===== config.mk =====
export PLATFORM = sky130hd
export DESIGN_NAME = ram_port_sequencer_flat
export DESIGN_NICKNAME = d
export VERILOG_FILES = /design/src/rtl/ram_port_sequencer_if.sv /design/src/rtl/ram_port_sequencer.sv /design/src/flat_wrapper.sv
export SDC_FILE = /design/constraint.sdc
export NUM_CORES = 1
export LEC_CHECK = 0
export ABC_AREA = 0
export CAP_MARGIN = 15
export CORE_MARGIN = 4
export CORE_UTILIZATION = 49
export DETAILED_ROUTE_END_ITERATION = 12
export MAX_ROUTING_LAYER = met4
export PLACE_DENSITY = 0.92
export SETUP_SLACK_MARGIN = 0.4
export SLEW_MARGIN = 0
export SYNTH_ARGS = -nofsm -noshare
export SYNTH_HDL_FRONTEND = slang
export SYNTH_SLANG_ARGS = --single-unit

===== constraint.sdc =====
create_clock -name CLK -period 3.76 [get_ports CLK]
set_input_delay 0.752 -clock CLK [delete_from_list [all_inputs] [get_ports CLK]]
set_output_delay 0.752 -clock CLK [all_outputs]
set_load 0.01 [all_outputs]

===== src/rtl/ram_port_sequencer_if.sv =====
// ram_port_sequencer_if: host request/response channel of the RAM port sequencer
interface ram_port_sequencer_if #(
    parameter int ADDR_W = 6,
    parameter int DATA_W = 16
);
    logic              req_valid;
    logic              req_ready;
    logic [1:0]        req_op;
    logic [ADDR_W-1:0] req_addr;
    logic [DATA_W-1:0] req_data;
    logic              rsp_valid;
    logic              rsp_ready;
    logic [DATA_W-1:0] rsp_data;
    modport master (
        output req_valid, req_op, req_addr, req_data, rsp_ready,
        input  req_ready, rsp_valid, rsp_data
    );
    modport slave (
        input  req_valid, req_op, req_addr, req_data, rsp_ready,
        output req_ready, rsp_valid, rsp_data
    );
endinterface


===== src/rtl/ram_port_sequencer.sv =====
// ram_port_sequencer: drives a read-first single-port RAM for read/write/add/clear requests
module ram_port_sequencer #(
    parameter int                ADDR_W     = 6,
    parameter int                DATA_W     = 16,
    parameter logic [DATA_W-1:0] INIT_VALUE = '0
) (
    input  logic                CLK,
    input  logic                RST_n,
    ram_port_sequencer_if.slave host,
    output logic                init_done,
    output logic                ram_en,
    output logic                ram_we,
    output logic [ADDR_W-1:0]   ram_address,
    output logic [DATA_W-1:0]   ram_DI,
    input  logic [DATA_W-1:0]   ram_DO
);
    typedef enum logic [2:0] {INIT, IDLE, CAP, RMW, RESP} state_t;
    state_t            state;
    logic [ADDR_W-1:0] cnt;
    logic [ADDR_W-1:0] addr;
    logic [DATA_W-1:0] opnd;
    logic [1:0]        op;
    logic              acc;
    logic              wb;
    assign acc            = state == IDLE && host.req_valid;
    assign wb             = state == RMW && op == 2'd2;
    assign host.req_ready = state == IDLE;
    // RAM port is combinational from state and held quiet while in reset
    always_comb begin
        ram_en      = RST_n && (state == INIT || acc || wb);
        ram_we      = RST_n && (state == INIT || (acc && host.req_op[0]) || wb);
        ram_address = !RST_n ? '0 : state == INIT ? cnt : acc ? host.req_addr : wb ? addr : '0;
        ram_DI      = !RST_n ? '0 :
                      state == INIT ? INIT_VALUE :
                      acc ? (host.req_op == 2'd1 ? host.req_data :
                             host.req_op == 2'd3 ? INIT_VALUE : '0) :
                      wb ? ram_DO + opnd : '0;
    end
    always_ff @(posedge CLK or negedge RST_n) begin
        if (!RST_n) begin
            state          <= INIT;
            cnt            <= '0;
            addr           <= '0;
            opnd           <= '0;
            op             <= '0;
            init_done      <= 1'b0;
            host.rsp_valid <= 1'b0;
            host.rsp_data  <= '0;
        end else begin
            case (state)
                INIT: begin
                    cnt <= cnt == '1 ? cnt : cnt + ADDR_W'(1);
                    if (cnt == '1) begin
                        state     <= IDLE;
                        init_done <= 1'b1;
                    end
                end
                IDLE: if (host.req_valid) begin
                    op    <= host.req_op;
                    addr  <= host.req_addr;
                    opnd  <= host.req_data;
                    state <= host.req_op == 2'd2 ? RMW : CAP;
                end
                CAP, RMW: begin
                    host.rsp_data  <= ram_DO;
                    host.rsp_valid <= 1'b1;
                    state          <= RESP;
                end
                RESP: if (host.rsp_ready) begin
                    host.rsp_valid <= 1'b0;
                    state          <= IDLE;
                end
                default: state <= INIT;
            endcase
        end
    end
endmodule

===== src/flat_wrapper.sv =====
// flat-port wrapper written by rule: the top's interface ports become plain ports
module ram_port_sequencer_flat 
#(
    parameter int                ADDR_W     = 6,
    parameter int                DATA_W     = 16,
    parameter logic [DATA_W-1:0] INIT_VALUE = '0
)
  (CLK, RST_n, init_done, ram_en, ram_we, ram_address, ram_DI, ram_DO, host_req_valid, host_req_op, host_req_addr, host_req_data, host_rsp_ready, host_req_ready, host_rsp_valid, host_rsp_data);
  ram_port_sequencer_if #(.ADDR_W(ADDR_W), .DATA_W(DATA_W)) host_i ();
  input  logic CLK;
  input  logic RST_n;
  output logic init_done;
  output logic ram_en;
  output logic ram_we;
  output logic [ADDR_W-1:0] ram_address;
  output logic [DATA_W-1:0] ram_DI;
  input  logic [DATA_W-1:0] ram_DO;
  input wire logic [$bits(host_i.req_valid)-1:0] host_req_valid;
  input wire logic [$bits(host_i.req_op)-1:0] host_req_op;
  input wire logic [$bits(host_i.req_addr)-1:0] host_req_addr;
  input wire logic [$bits(host_i.req_data)-1:0] host_req_data;
  input wire logic [$bits(host_i.rsp_ready)-1:0] host_rsp_ready;
  output wire logic [$bits(host_i.req_ready)-1:0] host_req_ready;
  output wire logic [$bits(host_i.rsp_valid)-1:0] host_rsp_valid;
  output wire logic [$bits(host_i.rsp_data)-1:0] host_rsp_data;
  assign host_i.req_valid = host_req_valid;
  assign host_i.req_op = host_req_op;
  assign host_i.req_addr = host_req_addr;
  assign host_i.req_data = host_req_data;
  assign host_i.rsp_ready = host_rsp_ready;
  assign host_req_ready = host_i.req_ready;
  assign host_rsp_valid = host_i.rsp_valid;
  assign host_rsp_data = host_i.rsp_data;
  ram_port_sequencer #(.ADDR_W(ADDR_W), .DATA_W(DATA_W), .INIT_VALUE(INIT_VALUE)) u_core (.CLK(CLK), .RST_n(RST_n), .host(host_i), .init_done(init_done), .ram_en(ram_en), .ram_we(ram_we), .ram_address(ram_address), .ram_DI(ram_DI), .ram_DO(ram_DO));
endmodule

# ---- Word-level counts from Yosys, hierarchy flattened
# Index checks and enable logic that the tools add are counted.
dict set report classes {
  reduce_logical 17
  n_eq_ne 11
  bitwise 1
  n_addsub 2
  n_mux 16
}
# operator n
set op_table {}
lappend op_table {{$mux 16} 5}
lappend op_table {{$mux 6} 4}
lappend op_table {{$add 16x16->16} 1}
lappend op_table {{$pmux 3 s4} 1}
lappend op_table {{$mux 3} 3}
lappend op_table {{$reduce_and 2->1} 4}
lappend op_table {{$add 6x1->6 const B} 1}
lappend op_table {{$eq 3x2->1 const B} 2}
lappend op_table {{$eq 6x6->1 const B} 1}
lappend op_table {{$ne 2x2->1 const B} 3}
lappend op_table {{$logic_and 1x1->1} 5}
lappend op_table {{$eq 2x2->1 const B} 2}
lappend op_table {{$logic_or 1x1->1} 4}
lappend op_table {{$eq 3x1->1 const B} 1}
lappend op_table {{$eq 3x3->1 const B} 1}
lappend op_table {{$logic_not 3->1} 1}
lappend op_table {{$reduce_and 3->1} 1}
lappend op_table {{$eq 2x1->1 const B} 1}
lappend op_table {{$mux 1} 2}
lappend op_table {{$pmux 1 s2} 1}
lappend op_table {{$reduce_bool 2->1} 1}
lappend op_table {{$reduce_or 2->1} 1}
lappend op_table {{$not 1->1} 1}
dict set report totals {
  elab_cells 55
  regBits 51
  out_inout_bits 43
  input_bits 44
}

# ---- Depth between registers and ports, before layout
# Gate-level depths: netlist of run 1.
dict set report logic_depth {
  depth_word 6
  mapped_depth 8
  mapped_depth_nobuf 8
}

# ---- Least setup slack after synthesis of run 1
# No wires, ideal clock.
dict set report synth_path {
  kind {in2out}
  from {input ram_DO[0]}
  to {output ram_DI[10]}
  slack_ns 0.671
  t_required_ns 3.008
  arrival_time_ns 2.337
  n_path_buf 0
  stages 8
  path_cell_list {ha_1 inv_1 fa_1 nor2b_1 o2111ai_1 a21boi_0 a311oi_1 o31ai_1}
}
dict set report synth_between {
  elab_chain_len 5
}
# element line_no
set synth_rtl {}
lappend synth_rtl {{start, declared} flat_wrapper.sv:17} ;# input logic [DATA_W-1:0] ram_DO;
lappend synth_rtl {{$add 16x16->16} ram_port_sequencer.sv:37} ;# wb ? ram_DO + opnd : '0;
lappend synth_rtl {{$mux 16} ram_port_sequencer.sv:37}
lappend synth_rtl {{$mux 16} ram_port_sequencer.sv:35} ;# acc ? (host.req_op == 2'd1 ? host.req_data :
lappend synth_rtl {{$mux 16} ram_port_sequencer.sv:34} ;# state == INIT ? INIT_VALUE :
lappend synth_rtl {{$mux 16} ram_port_sequencer.sv:33} ;# ram_DI = !RST_n ? '0 :
lappend synth_rtl {{end, declared} flat_wrapper.sv:16} ;# output logic [DATA_W-1:0] ram_DI;
# Every way passes these cells.

# ---- Final worst setup path of run 1
dict set report layout_path {
  from {input ram_DO[2]}
  to {output ram_DI[9]}
}
# Same word-level chain as after synthesis.

==> metrics.yaml, run 1 <==
status:
  status: "finished clean"
synth:
  synth_warnings: 0
  synth_area_um2: 3210
  ys_ff_latch: 51
  synth_flop_cell: "dfrtp_1"
  syn_inst: 354
  synthArstFlopShare_pct: 100
  synth_edf_count: 0
  ys_types: 62
  synth.avg_cell_area_um2: 9.08
  ys_seq_area_share_pct: 39.7
  synth_nets: 415
timing:
  hold_viol_final: 0
  worstMarginPinSlew_ns: 0.659
  skew_ns: 0.0127
  rsz0062_at_grt: "true"
  min_period_over_period_pct: 89.7
  fin_crit_ns: 3.37
  slew_headroom_pct: 56.1
  setup-violations-final: 0
  fin_tns_setup_ns: 0
  clock.fmax_mhz: 297
  drv_slew: 0
worst_setup_path:
  critPathMaxFanout: 4
  cp-end-kind: "primary output"
  path_cells: "dlygate4sd2_1 > ha_4 > o211ai_1 > buf_4 > o21ai_4 > buf_4 > a31oi_2 > xor2_1 > o21ai_0 > dlygate4sd2_1"
  crit_required_ns: 3.01
  startpoint_type: "input port"
  cp_slowest_stage_delay_ns: 0.29
  crit_slowest_cell: "dlygate4sd2_1"
  critPathKind: "in -> out"
  cp.arrival_ns: 2.62
layout:
  postLayoutCoreUtil_pct: 77.2
  fin_area_um2: 4900
  diodes: 0
  fin_cells: 570
  nets: 553
  syn2layout_area_growth_pct: 52.6
  fillCellCount: 416
  drive_gt1_share_pct: 28.4
worst_hold_path:
  hp-class: "in -> async"
global_route:
  grt_overflow: 0
  grt_max_degree: 56
  first_global_vias: 3335
  grt_pass1_wl_um: 16100
  antenna_found_initial: 0
  grt_use_total_pct: 27.3
pwr:
  ir_worst_vdd_v: 0.000497
  power_leakage_nw: 2.34
  power_mw: 3.72
  cellPowerDensity_nw_per_um2: 758
clock_tree:
  cts_buffers: 5
  htreeDepth: 2
  root_buffer: "clkbuf_8"
  clk_pin_slew_ns: 0.11
  hold_buffers: 0
  insertion_delay_ns: 0.31
  clock_sinks: 51
  clockBufferDepth: 2
  cts_tree: "yes"
placement:
  port_buffers: 86
  place_congestion: 0.927
  placed_cell_area_um2: 4460
  hpwl_um: 7110
  placed_cells: 553
route:
  vias: 3359
  final_antenna_net_count: 0
  wl_per_cell_um: 18.7
  routed_wl_um: 10700
  drt_drc_violations_left: 0
  via_per_inst: 5.89
  drt_first_iter_violations: 242
  dr.pass1.iters: 5
floorplanning:
  rows: 29
  die_width_um: 89.0
  fp.dieArea_um2: 7920
  fp.coreArea_um2: 6350
  initial_utilization_pct: 50.6
  die-height_um: 89.0
  ios: 87
job:
  timing.max_cap.violations: 0
## per-stage QoR
| stage | hold slack [ns] | worst slack [ns] |
|---|---|---|
| 2_1_floorplan | 0.438 | 0.671 |
| 3_3_place_gp | 0.450 | -0.369 |
| 3_5_place_dp | 0.464 | -0.468 |
| 4_1_cts | 0.290 | 0.362 |
| 5_1_grt | 0.282 | 0.320 |
| 6_report | 0.293 | 0.388 |
## worst max-delay path: cells and delay by family
family	cells	cell delay [ns]
buf+inv	4	0.87
xor+xnor	1	0.22
compound gates	4	0.52
fa+ha+maj	1	0.24
## cell families after synthesis
group | count (synthesis) | synth area share [%]
and+or+nand+nor | 149 | 22.6
AOI/OAI and AO/OA | 86 | 18.5
DFF | 51 | 39.7
buffers and inverters | 25 | 3.89
muxes | 17 | 5.96
adders and majority gates | 17 | 6.85
xor gates and xnor gates | 9 | 2.45
## placed cells by master, fill, tap and decap left out, types with 3 or more instances in the layout
cell type,n
nand2_1,83
buf_4,57
dfrtp_1,51
clkdlybuf4s50_1,48
dlygate4sd2_1,19
mux2_2,17
a21oi_1,15
nor2_1,14
ha_4,13
o21ai_0,11
a22oi_1,10
inv_1,9
buf_2,9
a21boi_0,7
dlymetal6s2s_1,7
and2_1,6
nand3_1,6
xor2_1,6
clkbuf_8,6
nor2b_1,5
a21o_1,5
or3_1,5
and4_1,4
a21oi_2,4
nor3_1,3
a21oi_4,3
o21ai_1,3
xnor2_1,3
ha_1,3
## worst paths after layout
| path | from | end | slack [ns] | depth (start not counted) |
|---|---|---|---|---|
| setup / recovery | ram_DO[2] | ram_DI[9] | 0.39 | 10 |
| hold / removal | RST_n | u_core.state[0] | 0.29 | 1 |
| setup reg to reg | u_core.state[1] | u_core.opnd[14] | 2.04 | 6 |
| hold reg to reg | u_core.cnt[2] | u_core.cnt[2] | 0.48 | 1 |
| max in group asynchronous | RST_n | u_core.host.rsp_data[1] | 2.53 | 2 |
| min in group CLK | u_core.cnt[2] | u_core.cnt[2] | 0.48 | 1 |
## where the power goes
| group | internal [mW] | total, mW | switching [mW] |
|---|---|---|---|
| clock network | 0.219 | 0.418 | 0.198 |
| logic | 1.19 | 2.26 | 1.07 |
| registers | 0.810 | 1.03 | 0.225 |
## sequential cells by signal, indices dropped and copies added (netlist names)
signal                 cells
u_core.host.rsp_valid      1
u_core.host.rsp_data      16
u_core.cnt                 6
u_core.opnd               16
u_core.state               3
u_core.init_done           1
u_core.addr                6
u_core.op                  2
## per-layer routing
| metal | share of wire (%) | global-route usage (%) | wire [µm] |
|---|---|---|---|
| met5 | 0 | - | 0 |
| met4 | 3.0 | 11.1 | 325 |
| met3 | 6.8 | 4.15 | 730 |
| met2 | 50 | 44.3 | 5310 |
| met1 | 40 | 34.3 | 4290 |
## cell type report
type,count,area [µm²],area share [%]
inverter,11,41.3,0.842
timing repair buffer,145,1260,25.7
multi-input combinational,278,2110,43.0
sequential,51,1280,26.0
clock inverter,2,38.8,0.791
clock buffer,6,82.6,1.68
tap,77,96.3,1.97
## synth_stat cells (2+ instances only)
| cell | number | area share, % |
|---|---|---|
| o211ai_1 | 2 | 0.47 |
| nand2_1 | 84 | 9.8 |
| and2_1 | 6 | 1.2 |
| clkbuf_1 | 6 | 0.70 |
| nand3_1 | 6 | 0.93 |
| or3_1 | 5 | 0.97 |
| dfrtp_1 | 51 | 40 |
| xor2_1 | 6 | 1.6 |
| nand4_1 | 2 | 0.39 |
| a32o_1 | 2 | 0.62 |
| ha_1 | 16 | 6.2 |
| mux2_2 | 17 | 6.0 |
| o21ai_0 | 14 | 2.2 |
| xnor2_1 | 3 | 0.82 |
| o2111ai_1 | 2 | 0.55 |
| nor2b_1 | 6 | 1.2 |
| inv_1 | 10 | 1.2 |
| and3_1 | 3 | 0.58 |
| o31ai_1 | 2 | 0.47 |
| nor3_1 | 5 | 0.78 |
| a31oi_1 | 2 | 0.39 |
| a22oi_1 | 10 | 2.3 |
| a21o_1 | 5 | 1.2 |
| a21boi_0 | 8 | 1.9 |
| nor2_1 | 15 | 1.8 |
| and4_1 | 4 | 1.1 |
| buf_2 | 4 | 0.62 |
| buf_6 | 3 | 1.1 |
| a21oi_1 | 22 | 3.4 |
## what timing repair did
action                     CTS  global route
gates resized for setup     96            22
setup buffers                5             4
setup endpoints to repair   23            20
pin swaps                   20            12
Power figures use the tool's default switching activity.
==> run 2, diff against run 1 <==
--- a/config.mk
+++ b/config.mk
@@ -13,7 +13,6 @@
 export MAX_ROUTING_LAYER = met4
 export PLACE_DENSITY = 0.92
 export SETUP_SLACK_MARGIN = 0.4
-export SLEW_MARGIN = 0
 export SYNTH_ARGS = -nofsm -noshare
 export SYNTH_HDL_FRONTEND = slang
 export SYNTH_SLANG_ARGS = --single-unit
==> results of run 2 <==
Final layout, timing and power as in run 1 (identical DEF).
==> run 3, diff against run 2 <==
==> constraint.sdc (replaced) <==
create_clock -name CLK -period 3.15 [get_ports CLK]
set_input_delay 0.63 -clock CLK [delete_from_list [all_inputs] [get_ports CLK]]
set_output_delay 0.63 -clock CLK [all_outputs]
set_load 0.01 [all_outputs]
==> metrics.yaml, run 3 (synthesis gave the netlist of run 1 again) <==
status:
  status: "finished with violations"
  failed_checks: "negative setup slack"
route:
  vias: 3740  # +11%
  routed_wl_um: 12600  # +18%
  drt_first_iter_violations: 386  # +60%
  dr.pass1.iters: 5  # unchanged
  final_antenna_net_count: 0  # unchanged
  drt_drc_violations_left: 0  # unchanged
  wl_per_cell_um: 20.9  # +12%
  via_per_inst: 6.23  # +5.8%
global_route:
  use_met2_pct: 48.4  # +4.0 points
  grt_max_degree: 41  # -27%
  met3_usage_pct: 4.15  # unchanged
  grt_pass1_wl_um: 17300  # +6.8%
  grt_use_total_pct: 29.4  # +2.0 points
  busiest_layer: "met2"
  grt_overflow: 0  # unchanged
  first_global_vias: 3581  # +7.4%
  grtUsageMet1_pct: 36.2  # +1.9 points
  antenna_found_initial: 0  # unchanged
worst_setup_path:
  critPathMaxFanout: 2  # -2
  cp_slowest_stage_delay_ns: 0.44  # +0.15 ns
  crit_slowest_cell: "dfrtp_1"
  cp_common_cell: "buf_6"
  crit_required_ns: 2.52  # -0.49 ns
  cp.arrival_ns: 2.54  # -0.08 ns
  critPathKind: "reg -> out"
  startpoint_type: "register"
  path_cells: "ha_4 > buf_6 > buf_6 > a211oi_4 > buf_4 > o211a_4 > nor3_4 > or3_1 > a32o_1 > buf_2"
  cp-end-kind: "primary output"
  r2r_cells: 7  # +1
layout:
  reg_top3: "u_core.host.rsp_data x16, u_core.opnd x16"
  seq_area_um2: 1280  # +0.29%
  postLayoutCoreUtil_pct: 82.8  # +5.6 points
  final_common_cell: "nand2_1"
  fin_area_um2: 5260  # +7.3%
  nets: 583  # +5.4%
  drive_gt1_share_pct: 39.4  # +11 points
  fillCellCount: 348  # -16%
  final_cell_mix: "83 x nand2_1, 74 x buf_4, 48 x dfrtp_1"
  diodes: 0  # unchanged
  multi_input_area_um2: 2260  # +7.2%
  fin_cells: 600  # +5.3%
  syn2layout_area_growth_pct: 63.7
floorplanning:
  initial_utilization_pct: 50.6  # unchanged
  die_width_um: 89.0  # unchanged
  fp.dieArea_um2: 7920  # unchanged
  ios: 87  # unchanged
  die-height_um: 89.0  # unchanged
  fp.coreArea_um2: 6350  # unchanged
  rows: 29  # unchanged
clock_tree:
  cts_tree: "yes"
  clock_sinks: 51  # unchanged
  insertion_delay_ns: 0.32  # about the same
  htreeDepth: 2  # unchanged
  clk_pin_slew_ns: 0.11  # about the same
  clockBufferDepth: 2  # unchanged
  root_buffer: "clkbuf_8"
  cts_buffers: 5  # unchanged
timing:
  fin_crit_ns: 3.17
  worst_slack_ns: -0.0221  # -0.410 ns
  slew_headroom_pct: 61.0  # +4.9 points
  fin_tns_setup_ns: -0.0221  # -0.0221 ns
  clock.fmax_mhz: 315
  min_period_over_period_pct: 101
  rsz0062_at_grt: "true"
  hold_viol_final: 0  # unchanged
  hold_ws_ns: 0.448  # +0.155 ns
  drv_slew: 0  # unchanged
  skew_ns: 0.00958  # -0.00310 ns
  worstMarginPinSlew_ns: 0.585  # -0.0730 ns
  setup-violations-final: 1  # +1
placement:
  port_buffers: 86  # unchanged
  placed_cell_area_um2: 4550  # +2.0%
  place_congestion: 0.906  # -2.3%
  placed_cells: 563  # +1.8%
  pre_cts_ws_ns: -0.722  # -0.254 ns
  hpwl_um: 7360  # +3.6%
worst_hold_path:
  hp-class: "in -> async"
pwr:
  ir_worst_vdd_v: 0.000629  # +27%
  power_leakage_nw: 2.45  # +4.7%
  power_mw: 4.86  # +31%
  cellPowerDensity_nw_per_um2: 924  # +22%
job:
  timing.max_cap.violations: 0  # unchanged
==> run 3: cell types whose count changed in the layout (fill, tap and decap cells not counted), sizes merged <==
| cell | delta |
|---|---|
| buf | +39 |
| dlygate4sd2 | -6 |
| dlymetal6s2s | -5 |
| clkdlybuf4s15 | +3 |
| clkdlybuf4s50 | -3 |
| bufinv | -1 |
| clkbuf | +1 |
| clkinvlp | +1 |
| inv | +1 |
==> run 3: final timing paths <==
path,start,end,slack [ns]
min,RST_n,u_core.opnd[6],0.45
max in group asynchronous,RST_n,u_core.host.rsp_data[4],2.09
min in group CLK,u_core.init_done,u_core.init_done,0.48
max reg2reg,u_core.state[1],u_core.cnt[5],1.42
max,u_core.opnd[0],ram_DI[11],-0.02
min reg2reg,u_core.init_done,u_core.init_done,0.48
==> run 3: area by class of cell <==
type / instances / share of cell area (%)
multi-input cells: 278 / 43.0
repair buffers: 175 / 28.3
clock buffers: 5 / 1.31
inverters: 11 / 0.785
well taps: 77 / 1.83
clock inverters: 3 / 0.523
flip-flops and latches: 51 / 24.3
==> run 3: worst max-delay path: cells and delay by family, from the launching register on <==
kind,cells,cell delay (ns)
simple gates,2,0.36
buf+inv,4,0.53
compound gates,3,0.71
fa+ha+maj,1,0.18
flops,1,0.44
==> run 3: power by group <==
| group | leakage, nW | internal [mW] | total, mW | switching [mW] |
|---|---|---|---|---|
| clock network | 0.0467 | 0.165 | 0.418 | 0.253 |
| registers | 0.627 | 0.970 | 1.24 | 0.271 |
| logic | 1.77 | 1.67 | 3.20 | 1.53 |
| total | 2.45 | 2.81 | 4.86 | 2.05 |
==> run 3: timing repair <==
| action | CTS | global route |
|---|---|---|
| hold endpoints to repair | 0 | 0 |
| gates resized for setup | 156 | 45 |
| buffers inserted | 16 | 13 |
| setup endpoints to repair | 24 | 16 |
| hold buffers | 0 | 0 |
| pin swaps | 44 | 35 |
==> run 3: layer usage <==
metal  part of all wire, %  wire (µm)
met3                   8.1       1010
met4                   4.6        574
met1                    38       4810
met5                     0          0
met2                    49       6150
